### src/rtl/core_pkg.sv
// core_pkg: widths, idle instruction word and fetch FSM states shared by the fetch unit
package core_pkg;
  localparam int ADDR_W = 16;
  localparam int IR_W = 16;
  localparam logic [IR_W-1:0] NOP_IR = 16'h0000;
  typedef enum logic [1:0] {S_BOOT, S_RUN, S_HALT} fetch_state_e;
endpackage

### src/rtl/fetch_buffer.sv
// fetch_buffer: DEPTH-entry synchronous FIFO of {ir, pc}; flush wins over push
module fetch_buffer #(
  parameter int W = 32,
  parameter int DEPTH = 2,
  localparam int AW = $clog2(DEPTH)
) (
  input  logic          clock_50,
  input  logic          rst_n,
  input  logic          push,
  input  logic          pop,
  input  logic          flush,
  input  logic [W-1:0]  din,
  output logic [AW:0]   count,
  output logic [W-1:0]  head
);
  logic [W-1:0] mem_q [DEPTH];
  logic [W-1:0] mem_d [DEPTH];
  logic [AW-1:0] wr_q, wr_d, rd_q, rd_d;
  logic [AW:0] count_q, count_d;
  always_comb begin
    mem_d = mem_q;
    if (push) mem_d[wr_q] = din;
    wr_d = flush ? '0 : wr_q + AW'(push);
    rd_d = flush ? '0 : rd_q + AW'(pop);
    count_d = flush ? '0 : count_q + (AW+1)'(push) - (AW+1)'(pop);
  end
  always_ff @(posedge clock_50) begin
    mem_q <= mem_d;
    if (!rst_n) begin
      wr_q <= '0;
      rd_q <= '0;
      count_q <= '0;
    end else begin
      wr_q <= wr_d;
      rd_q <= rd_d;
      count_q <= count_d;
    end
  end
  assign count = count_q;
  assign head = mem_q[rd_q];
endmodule

### src/rtl/instr_fetch_unit.sv
// instr_fetch_unit: PC, synchronous imem reads and a credit-limited fetch buffer feeding the core's IR
module instr_fetch_unit #(
  parameter int ADDR_W = core_pkg::ADDR_W,
  parameter int IR_W = core_pkg::IR_W,
  parameter int DEPTH = 2,
  parameter logic [ADDR_W-1:0] RESET_PC = '0,
  parameter logic [IR_W-1:0] NOP_IR = core_pkg::NOP_IR
) (
  input  logic              clock_50,
  input  logic              rst_n,
  output logic              imem_rd,
  output logic [ADDR_W-1:0] imem_addr,
  input  logic [IR_W-1:0]   imem_data,
  output logic [IR_W-1:0]   ir,
  output logic [ADDR_W-1:0] ir_pc,
  output logic              ir_valid,
  input  logic              ir_ready,
  input  logic              redirect,
  input  logic [ADDR_W-1:0] redirect_pc,
  input  logic              halt
);
  import core_pkg::*;
  localparam int CW = $clog2(DEPTH) + 1;
  fetch_state_e state_q, state_d;
  logic [ADDR_W-1:0] pc_q, pc_d, rd_pc_q, rd_pc_d;
  logic inflight_q, inflight_d, pop, issue;
  logic [CW-1:0] count;
  logic [IR_W+ADDR_W-1:0] head;
  fetch_buffer #(.W(IR_W+ADDR_W), .DEPTH(DEPTH)) u_buf (
    .clock_50(clock_50),
    .rst_n(rst_n),
    .push(inflight_q),
    .pop(pop),
    .flush(redirect),
    .din({imem_data, rd_pc_q}),
    .count(count),
    .head(head)
  );
  assign ir_valid = count != '0;
  assign ir = ir_valid ? head[IR_W+ADDR_W-1 -: IR_W] : NOP_IR;
  assign ir_pc = ir_valid ? head[ADDR_W-1:0] : '0;
  assign pop = ir_valid && ir_ready;
  assign imem_rd = issue;
  assign imem_addr = pc_q;
  // a read in flight already owns a buffer slot, so the buffer can never overflow
  always_comb begin
    issue = state_q == S_RUN && !redirect && (int'(count) + int'(inflight_q) - int'(pop)) < DEPTH;
    state_d = halt ? S_HALT : S_RUN;
    pc_d = redirect ? redirect_pc : pc_q + ADDR_W'(issue);
    inflight_d = issue;
    rd_pc_d = pc_q;
  end
  always_ff @(posedge clock_50) begin
    if (!rst_n) begin
      state_q <= S_BOOT;
      pc_q <= RESET_PC;
      inflight_q <= 1'b0;
      rd_pc_q <= '0;
    end else begin
      state_q <= state_d;
      pc_q <= pc_d;
      inflight_q <= inflight_d;
      rd_pc_q <= rd_pc_d;
    end
  end
endmodule

### config.mk
export PLATFORM = sky130hd
export DESIGN_NAME = instr_fetch_unit
export DESIGN_NICKNAME = d
export VERILOG_FILES = /design/src/rtl/core_pkg.sv /design/src/rtl/fetch_buffer.sv /design/src/rtl/instr_fetch_unit.sv
export SDC_FILE = /design/constraint.sdc
export NUM_CORES = 1
export LEC_CHECK = 0
export ABC_CLOCK_PERIOD_IN_PS = 3100
export BUFFER_PORTS_ARGS = -buffer_cell sky130_fd_sc_hd__buf_2
export CORE_AREA = 2 2 98 90
export CTS_BUF_LIST = sky130_fd_sc_hd__clkbuf_16
export CTS_CLUSTER_SIZE = 8
export DETAILED_ROUTE_END_ITERATION = 12
export DIE_AREA = 0 0 100 92
export GPL_TIMING_DRIVEN = 1
export PLACE_DENSITY = 0.77
export SLEW_MARGIN = 15
export SYNTH_ARGS = -nofsm -noshare
export SYNTH_HDL_FRONTEND = slang
export SYNTH_HIERARCHICAL = 1
export SYNTH_SLANG_ARGS = --single-unit
### constraint.sdc
create_clock -name clock_50 -period 3.1 [get_ports clock_50]
set_input_delay 0.465 -clock clock_50 [delete_from_list [all_inputs] [get_ports clock_50]]
set_output_delay 0.465 -clock clock_50 [all_outputs]
set_load 0.005 [all_outputs]
==> results of run 1 <==
[layout make-up]
class                           instances  area share, %
Clock inverter                          7          0.932
Inverter                                8          0.588
Sequential cell                       103           53.0
Tap cell                              102           2.50
Multi-Input combinational cell        176           28.9
Timing Repair Buffer                   93           9.71
Clock buffer                            9           4.41
[layer usage]
layer,up-vias,wire length (um),global-route usage (%)
li1,1240,-,-
met1,1145,3370,21.1
met2,71,3250,26.4
met3,7,386,3.35
met4,0,76,5.94
met5,-,0,0
[final timing paths]
kind,slack (ps),cells past startpoint,startpoint,end
max,270,11,u_buf/count[1],imem_addr[15]
min,290,2,halt,state_q[0]
max reg2reg,270,11,u_buf/count[1],imem_addr[15]
min reg2reg,430,0,rd_pc_q[4],u_buf/mem_q[36]
[synth_stat cells (all sizes together), types with 7 or more instances]
| library cell | instances |
|---|---|
| edfxtp | 64 |
| dfxtp | 39 |
| nor2b | 37 |
| mux2 | 32 |
| and2 | 18 |
| o21ai | 12 |
| xnor2 | 11 |
| a21oi | 10 |
| nor2 | 10 |
| nand2 | 8 |
| clkbuf | 7 |
| inv | 7 |
[state kept, by name, indices dropped and copies added, names as in the netlist]
register	flops
inflight_q	1
state_q	2
u_buf/mem_q	64
u_buf/rd_q	1
rd_pc_q	16
u_buf/count	2
imem_addr	16
u_buf/wr_q	1
[cells by family (layout without fill, tap and decap cells)]
| family | after synthesis | after routing |
|---|---|---|
| and+or+nand+nor | 93 | 93 |
| xor gates and xnor gates | 16 | 16 |
| buffers and inverters | 21 | 117 |
| adders and majority gates | 7 | 7 |
| DFF | 103 | 103 |
| muxes | 34 | 34 |
| AOI/OAI and AO/OA | 26 | 26 |
[power by group through the flow]
stage | sequential [uW] | combinational [uW] | clock [uW]
CTS | 1520 | 124 | 1050
floorplan | 1540 | 67.5 | 0
global placement | 1550 | 120 | 0
detailed placement | 1550 | 123 | 0
global route | 1520 | 138 | 1100
finish | 1520 | 123 | 1010
[metrics by stage]
stage	setup slack (ps)	util, %	setup TNS [ps]	hold WS [ps]
2_1_floorplan	266	-	0	404
5_1_grt	48.4	61.3	0	295
3_5_place_dp	-128	57.9	-731	411
6_report	270	61.3	0	294
3_3_place_gp	78.6	57.9	0	406
4_1_cts	113	61.2	0	286
[worst max-delay path, stage by stage, from the launching register on]
cell,delay [ps]
dfxtp_1,330
nand2_1,50
nor2_1,170
o21ai_0,170
fa_1,520
nand2_1,70
nor4_2,350
ha_1,270
nand4_1,260
nor4_4,300
xnor2_1,140
a21oi_1,80
==> flow_metrics.py, run 1 <==
metrics = {
    "clock_tree": {
        "post_cts_buffers": 0,
        "htree_levels": 3,
        "cts.clk_slew.worst_paths_ps": 70,
        "cts_resized": 0,
        "cts_sinks": 103,
        "ctsHoldBuffers": 0,
        "clkLatencyLatePin_ps": 330,
        "cts_buffers": 9,
        "cts_tree": "yes",
        "cts-root-buf": "clkbuf_16",
        "clk_path_buf_depth": 2,
    },
    "timing": {
        "finalClockSkew_ps": 6.57,
        "period_share_pct": 91.3,
        "fmax_ghz": 0.353,
        "hold_viol": 0,
        "min_period_ps": 2830,
        "finalSetupViolations": 0,
        "final_max_slew_viol_count": 0,
        "rsz0062_at_grt": "no",
        "tightest_slew_ps": 655,
        "max-slew-margin-rel_pct": 56.3,
    },
    "detailed_routing": {
        "wl_per_cell_um": 14.2,
        "drtPass1Iterations": 4,
        "routed_wl_um": 7080,
        "via_per_inst": 4.95,
        "ant_nets": 0,
        "vias": 2463,
        "drtIter0Drc": 83,
        "drc_errors": 0,
    },
    "critical_path": {
        "cp_max_fo": 4,
        "crit_type": "register to register",
        "critPathArrivalTime_ps": 3030,
        "start_kind": "register",
        "crit_required_ps": 3300,
        "cp-end-kind": "register",
    },
    "place": {
        "dpl_cell_area_mm2": 0.00482,
        "dp_cells": 482,
        "gp_congestion": 0.817,
        "dp_hpwl_um": 4880,
        "port_buffers": 86,
    },
    "power": {
        "power_density_mw_per_mm2": 519,
        "p_leak_uw": 0.00211,
        "power_uw": 2650,
        "comb_power_share_pct": 4.6,
        "switchingPower_uw": 552,
        "switching_share_pct": 20.9,
        "p_clk_share_pct": 38.1,
        "p_seq_share_pct": 57.3,
        "peakVddDrop_v": 0.000272,
        "p_int_uw": 2100,
    },
    "die": {
        "start_util_pct": 51.8,
        "die_area_mm2": 0.00920,
        "coreArea_mm2": 0.00833,
        "die_x_um": 100,
        "rows": 32,
        "ios": 87,
        "die_y_um": 92,
    },
    "yosys": {
        "synth_ff_type": "edfxtp_1",
        "muxShareOfSynthArea_pct": 11.3,
        "yosys.area.top_type": "edfxtp_1",
        "synth.top_cell.area_share_pct": 44.6,
        "synthSimpleGateAreaFrac_pct": 13.4,
        "synth_edf_count": 64,
        "synth.area.top_cells": "edfxtp_1 (45%), dfxtp_1 (18%), mux2_4 (10%)",
        "synthArstFlopShare_pct": 0,
        "netlist_area_mm2": 0.00431,
        "ys_seq_area_share_pct": 62.7,
        "synth_compound_area_share_pct": 3.42,
        "post_synth_num_cell_types": 36,
        "synthAdderAreaFrac_pct": 2.20,
        "syn_area_per_cell_um2": 14.4,
        "yosysWarningCount": 6,
        "syn_inst": 300,
        "synth_xor_area_share_pct": 3.57,
        "synth-seq-cells": 103,
        "synth_nets": 344,
        "synth_top_family_by_area": "simple AND/OR/NAND/NOR gates",
    },
    "cells_and_area": {
        "final_common_cell": "buf_2",
        "stdcell_count": 498,
        "multiInputGateArea_mm2": 0.00147,
        "diodes": 0,
        "n_fill_cell": 686,
        "regArea_mm2": 0.00270,
        "layout.nets": 435,
        "layout_common_cells": "buf_2 (86), edfxtp_1 (64), dfxtp_1 (38)",
        "design_area_mm2": 0.00510,
        "drive_gt1_share_pct": 37.4,
        "syn_to_final_growth_pct": 18.3,
    },
    "grt": {
        "overflow": 0,
        "grt_pass1_vias": 2469,
        "grt.total_usage_pct": 16.1,
        "grt_pass1_wl_um": 11500,
        "antenna_found_initial": 0,
        "grt_max_degree": 37,
    },
    "job": {
        "maxCapViolCount": 0,
    },
    "worst_hold_path": {
        "hold_path_class": "input port to register",
    },
    "outcome": {
        "status": "finished clean",
    },
}
No activity file was read; power rests on OpenSTA's default activity.
==> inputs of run 2 (changes only) <==
--- a/config.mk
+++ b/config.mk
@@ -7,13 +7,13 @@
 export LEC_CHECK = 0
 export ABC_CLOCK_PERIOD_IN_PS = 3100
 export BUFFER_PORTS_ARGS = -buffer_cell sky130_fd_sc_hd__buf_2
-export CORE_AREA = 2 2 98 90
+export CORE_AREA = 2 2 96 191
 export CTS_BUF_LIST = sky130_fd_sc_hd__clkbuf_16
 export CTS_CLUSTER_SIZE = 8
 export DETAILED_ROUTE_END_ITERATION = 12
-export DIE_AREA = 0 0 100 92
+export DIE_AREA = 0 0 98 193
 export GPL_TIMING_DRIVEN = 1
-export PLACE_DENSITY = 0.77
+export PLACE_DENSITY = 0.42
 export SLEW_MARGIN = 15
 export SYNTH_ARGS = -nofsm -noshare
 export SYNTH_HDL_FRONTEND = slang
==> run 2 against run 1 <==
  * Clock power about the same
  * Final area rose by 2.0%
  * Final cell count is 22% higher
  * Via count shrank 0.61%
  * Highest routed layer unchanged
==> flow_metrics.py, run 2 (synthesis results as in run 1) <==
metrics = {
    "clock_tree": {
        "htree_levels": 3,
        "cts_tree": "yes",
        "ctsHoldBuffers": 0,
        "cts-root-buf": "clkbuf_16",
        "post_cts_buffers": 0,
        "cts_resized": 0,
        "cts.clk_slew.worst_paths_ps": 70,
        "cts_sinks": 103,
        "cts_buffers": 9,
        "clk_path_buf_depth": 2,
        "clkLatencyLatePin_ps": 340,
    },
    "critical_path": {
        "cp_max_fo": 4,
        "start_kind": "register",
        "cp-end-kind": "register",
        "r2r_end": "imem_addr[15]",
        "critPathArrivalTime_ps": 2900,
        "r2r_slack_ps": 400,
        "rr_startpoint": "u_buf/count[1]",
        "crit_start": "u_buf/count[1]",
        "crit_type": "register to register",
        "crit_required_ps": 3300,
        "ff2ff_path_depth": 11,
    },
    "cells_and_area": {
        "layout_common_cells": "buf_2 (86), edfxtp_1 (64), dfxtp_1 (38)",
        "syn_to_final_growth_pct": 20.7,
        "diodes": 0,
        "final_common_cell": "buf_2",
        "stdcell_count": 607,
        "drive_gt1_share_pct": 37.8,
        "design_area_mm2": 0.00520,
        "top_register": "u_buf/mem_q",
        "post-route-util_pct": 29.7,
        "layout.nets": 433,
        "largest_reg_flops": 64,
    },
    "power": {
        "peakVddDrop_v": 0.000264,
        "power_density_mw_per_mm2": 508,
        "p_leak_uw": 0.00209,
    },
    "timing": {
        "hold_viol": 0,
        "max-slew-margin-rel_pct": 43.7,
        "rsz0062_at_grt": "no",
        "setup_tns_ps": 0,
        "period_share_pct": 87.2,
        "fmax_ghz": 0.370,
        "finalClockSkew_ps": 6.84,
        "min_period_ps": 2700,
        "finalSetupViolations": 0,
        "final_max_slew_viol_count": 0,
        "worst_slack_ps": 397,
        "tightest_slew_ps": 845,
    },
    "detailed_routing": {
        "drtPass1Iterations": 4,
        "via_per_inst": 4.03,
        "drc_errors": 0,
        "vias": 2448,
        "drtIter0Drc": 71,
        "wl_per_cell_um": 13.2,
        "ant_nets": 0,
        "routed_wl_um": 8000,
    },
    "grt": {
        "grt.total_usage_pct": 8.68,
        "grt_pass1_wl_um": 12900,
        "grt_max_degree": 37,
        "overflow": 0,
        "grt_pass1_vias": 2492,
        "antenna_found_initial": 0,
    },
    "place": {
        "dp_hpwl_um": 5310,
        "port_buffers": 86,
        "gp_congestion": 0.774,
        "dpl_cell_area_mm2": 0.00494,
        "dp_cells": 591,
        "place_ws_ps": 38.6,
    },
    "die": {
        "ios": 87,
        "die_area_mm2": 0.0189,
        "die_x_um": 98,
        "start_util_pct": 24.6,
        "coreArea_mm2": 0.0175,
        "rows": 69,
        "die_y_um": 193,
    },
    "worst_hold_path": {
        "worstHoldStart": "halt",
        "hold_path_depth": 2,
        "hold_path_class": "input port to register",
        "hold_end": "state_q[0]",
    },
    "job": {
        "maxCapViolCount": 0,
    },
    "outcome": {
        "status": "finished clean",
    },
}
## run 2: cell types whose count changed in the layout (fill, tap and decap cells not counted), sizes merged
cell	change
buf	-2
clkinv	-2
clkinvlp	+1
inv	+1
## run 2: per-stage QoR
stage	power, uW	hold slack, ps
final	2640	289
after global routing	2770	275
after CTS	2680	275
after detailed placement	1670	414
after global placement	1670	406
after floorplan	1610	404
## run 2: worst max path at each step
| stage | depth (start not counted) | endpoint | slack, ps |
|---|---|---|---|
| after floorplan | 12 | imem_addr[12] | 270 |
| after global placement | 12 | imem_addr[15] | 120 |
| after detailed placement | 12 | imem_addr[15] | 40 |
| after CTS | 11 | imem_addr[15] | 260 |
| after global routing | 11 | imem_addr[15] | 110 |
| final | 11 | imem_addr[15] | 400 |
## run 2: layout make-up
cell class	count	area (um2)
clock inverters	7	32.5
clock buffers	9	225
inverters	8	30.0
fillers	1828	12300
flip-flops and latches	103	2700
well taps	213	267
multi-input cells	176	1480
repair buffers	91	468
## run 2: worst max-delay path, stage by stage, from the launching register on
cell and delay, ps:
dfxtp_1 330, nand2_1 50, nor2_1 150, o21ai_0 130, fa_1 500, nand2_1 70
nor4_2 270, ha_1 270, nand4_1 260, nor4_4 310, xnor2_1 150, a21oi_1 80
## run 2: where the power goes
part	total, uW	internal, uW	switching [uW]
clock network	1000	532	469
registers	1520	1490	32.8
logic	123	64.9	57.7
## run 2: routing by layer
layer	wire length [um]	up-vias	GRT usage (%)
li1	-	1234	-
met1	3580	1117	10.4
met2	3800	89	14.6
met3	496	8	2.81
met4	119	0	3.21
met5	0	-	0
==> inputs of run 3 (changes only) <==
--- a/config.mk
+++ b/config.mk
@@ -7,13 +7,15 @@
 export LEC_CHECK = 0
 export ABC_CLOCK_PERIOD_IN_PS = 3100
 export BUFFER_PORTS_ARGS = -buffer_cell sky130_fd_sc_hd__buf_2
+export CELL_PAD_IN_SITES_DETAIL_PLACEMENT = 0
+export CELL_PAD_IN_SITES_GLOBAL_PLACEMENT = 1
 export CORE_AREA = 2 2 96 191
 export CTS_BUF_LIST = sky130_fd_sc_hd__clkbuf_16
 export CTS_CLUSTER_SIZE = 8
 export DETAILED_ROUTE_END_ITERATION = 12
 export DIE_AREA = 0 0 98 193
 export GPL_TIMING_DRIVEN = 1
-export PLACE_DENSITY = 0.42
+export PLACE_DENSITY = 0.49
 export SLEW_MARGIN = 15
 export SYNTH_ARGS = -nofsm -noshare
 export SYNTH_HDL_FRONTEND = slang
==> run 3 against run 2 <==
  * Final area up 0.70%
  * Count of clock-buffer cells in the layout unchanged
  * Sequential cell count unchanged
  * Final cell count unchanged
  * Register-to-register slack worse by 60 ps
  * Total power up 3.1%
  * Non-clock buffer count unchanged
  * Maximum frequency down 2.1%
  * Highest routed layer unchanged
==> flow_metrics.py, run 3 (synthesis results as in run 1) <==
metrics = {
    "outcome": {
        "status": "finished clean",
    },
    "clock_tree": {
        "cts.clk_slew.worst_paths_ps": 80,
        "cts_sinks": 103,
        "clk_path_buf_depth": 2,
        "cts_resized": 0,
        "post_cts_buffers": 0,
        "cts-root-buf": "clkbuf_16",
        "clkLatencyLatePin_ps": 340,
        "cts_buffers": 9,
        "ctsHoldBuffers": 0,
        "htree_levels": 3,
        "cts_tree": "yes",
    },
    "place": {
        "port_buffers": 86,
        "dp_cells": 591,
        "dp_hpwl_um": 5680,
        "gp_congestion": 0.674,
    },
    "die": {
        "die_y_um": 193,
        "die_area_mm2": 0.0189,
        "coreArea_mm2": 0.0175,
        "start_util_pct": 24.6,
        "ios": 87,
        "die_x_um": 98,
        "rows": 69,
    },
    "timing": {
        "fmax_ghz": 0.362,
        "min_period_ps": 2760,
        "finalClockSkew_ps": 7.47,
        "hold_viol": 0,
        "final_max_slew_viol_count": 0,
        "period_share_pct": 89.0,
        "whs_ps": 279,
        "tightest_slew_ps": 876,
        "setup_tns_ps": 0,
        "rsz0062_at_grt": "no",
        "max-slew-margin-rel_pct": 41.6,
        "finalSetupViolations": 0,
    },
    "critical_path": {
        "cp_max_fo": 4,
        "cp-end-kind": "register",
        "start_kind": "register",
        "crit_type": "register to register",
        "crit_required_ps": 3310,
        "critPathArrivalTime_ps": 2970,
    },
    "grt": {
        "antenna_found_initial": 0,
        "grt.total_usage_pct": 9.02,
        "grt_pass1_vias": 2592,
        "grt_pass1_wl_um": 13300,
        "grt_max_degree": 37,
        "overflow": 0,
    },
    "detailed_routing": {
        "drtPass1Iterations": 4,
        "ant_nets": 0,
        "drc_errors": 0,
        "vias": 2452,
        "via_per_inst": 4.04,
        "drtIter0Drc": 71,
        "routed_wl_um": 8320,
        "wl_per_cell_um": 13.7,
    },
    "power": {
        "peakVddDrop_v": 0.000240,
        "p_seq_share_pct": 55.7,
        "comb_power_share_pct": 4.5,
        "p_int_uw": 2110,
        "p_leak_uw": 0.00209,
        "p_clk_share_pct": 39.8,
        "power_density_mw_per_mm2": 520,
        "switchingPower_uw": 612,
        "switching_share_pct": 22.5,
    },
    "cells_and_area": {
        "layout_common_cells": "buf_2 (86), edfxtp_1 (64), dfxtp_1 (38)",
        "top_register": "u_buf/mem_q",
        "layout.nets": 433,
        "diodes": 0,
        "largest_reg_flops": 64,
        "stdcell_count": 607,
        "syn_to_final_growth_pct": 21.5,
        "drive_gt1_share_pct": 37.8,
        "final_common_cell": "buf_2",
    },
    "worst_hold_path": {
        "hold_path_class": "input port to register",
    },
    "job": {
        "maxCapViolCount": 0,
    },
}
## run 3: changes by cell type in the layout (fill, tap and decap cells not counted), sizes merged
cell,change
clkinv,-1
clkinvlp,+1
## run 3: worst max-delay path, stage by stage (launching register included)
cell and delay (ps):
dfxtp_1 330, nand2_1 50, nor2_1 150, o21ai_0 130, fa_1 490, nand2_1 50
nor4_1 330, ha_1 300, nand4_1 280, nor4_4 300, xnor2_1 150, a21oi_1 80
## run 3: routing by layer
| metal | wire length [um] | track usage [%] |
|---|---|---|
| met3 | 514 | 2.70 |
| met2 | 3980 | 15.3 |
| met5 | 0 | 0 |
| met4 | 93 | 3.37 |
| met1 | 3730 | 10.8 |
## run 3: final timing paths
kind / from / endpoint / slack (ps) / cells after the start
hold / removal: halt / state_q[0] / 280 / 2
setup reg to reg: u_buf/count[1] / imem_addr[15] / 340 / 11
setup / recovery: u_buf/count[1] / imem_addr[15] / 340 / 11
hold reg to reg: rd_pc_q[10] / u_buf/mem_q[42] / 430 / 0
## run 3: area by class of cell
class                           count  area [um2]
Fill cell                        1811       12300
Sequential cell                   103        2700
Multi-Input combinational cell    176        1470
Timing Repair Buffer               91         480
Tap cell                          213         267
Clock buffer                        9         225
Clock inverter                      7        62.6
Inverter                            8        30.0
## run 3: power by group through the flow
| stage | Sequential, uW | Combinational, uW | Clock [uW] |
|---|---|---|---|
| 2_1_floorplan | 1540 | 67.5 | 0 |
| 6_report | 1520 | 124 | 1080 |
| 4_1_cts | 1520 | 128 | 1130 |
| 3_5_place_dp | 1550 | 128 | 0 |
| 3_3_place_gp | 1550 | 127 | 0 |
| 5_1_grt | 1520 | 141 | 1180 |
## run 3: metrics by stage
step                      worst slack, ps  total power [uW]  instance area, um2  util, %
after floorplan                       266              1610                4310        -
after global placement               62.9              1680                4950     28.3
after detailed placement             56.5              1680                4950     28.3
after CTS                             298              2780                5240     29.9
after global routing                 44.5              2840                5240     29.9
final                                 340              2720                5240     29.9
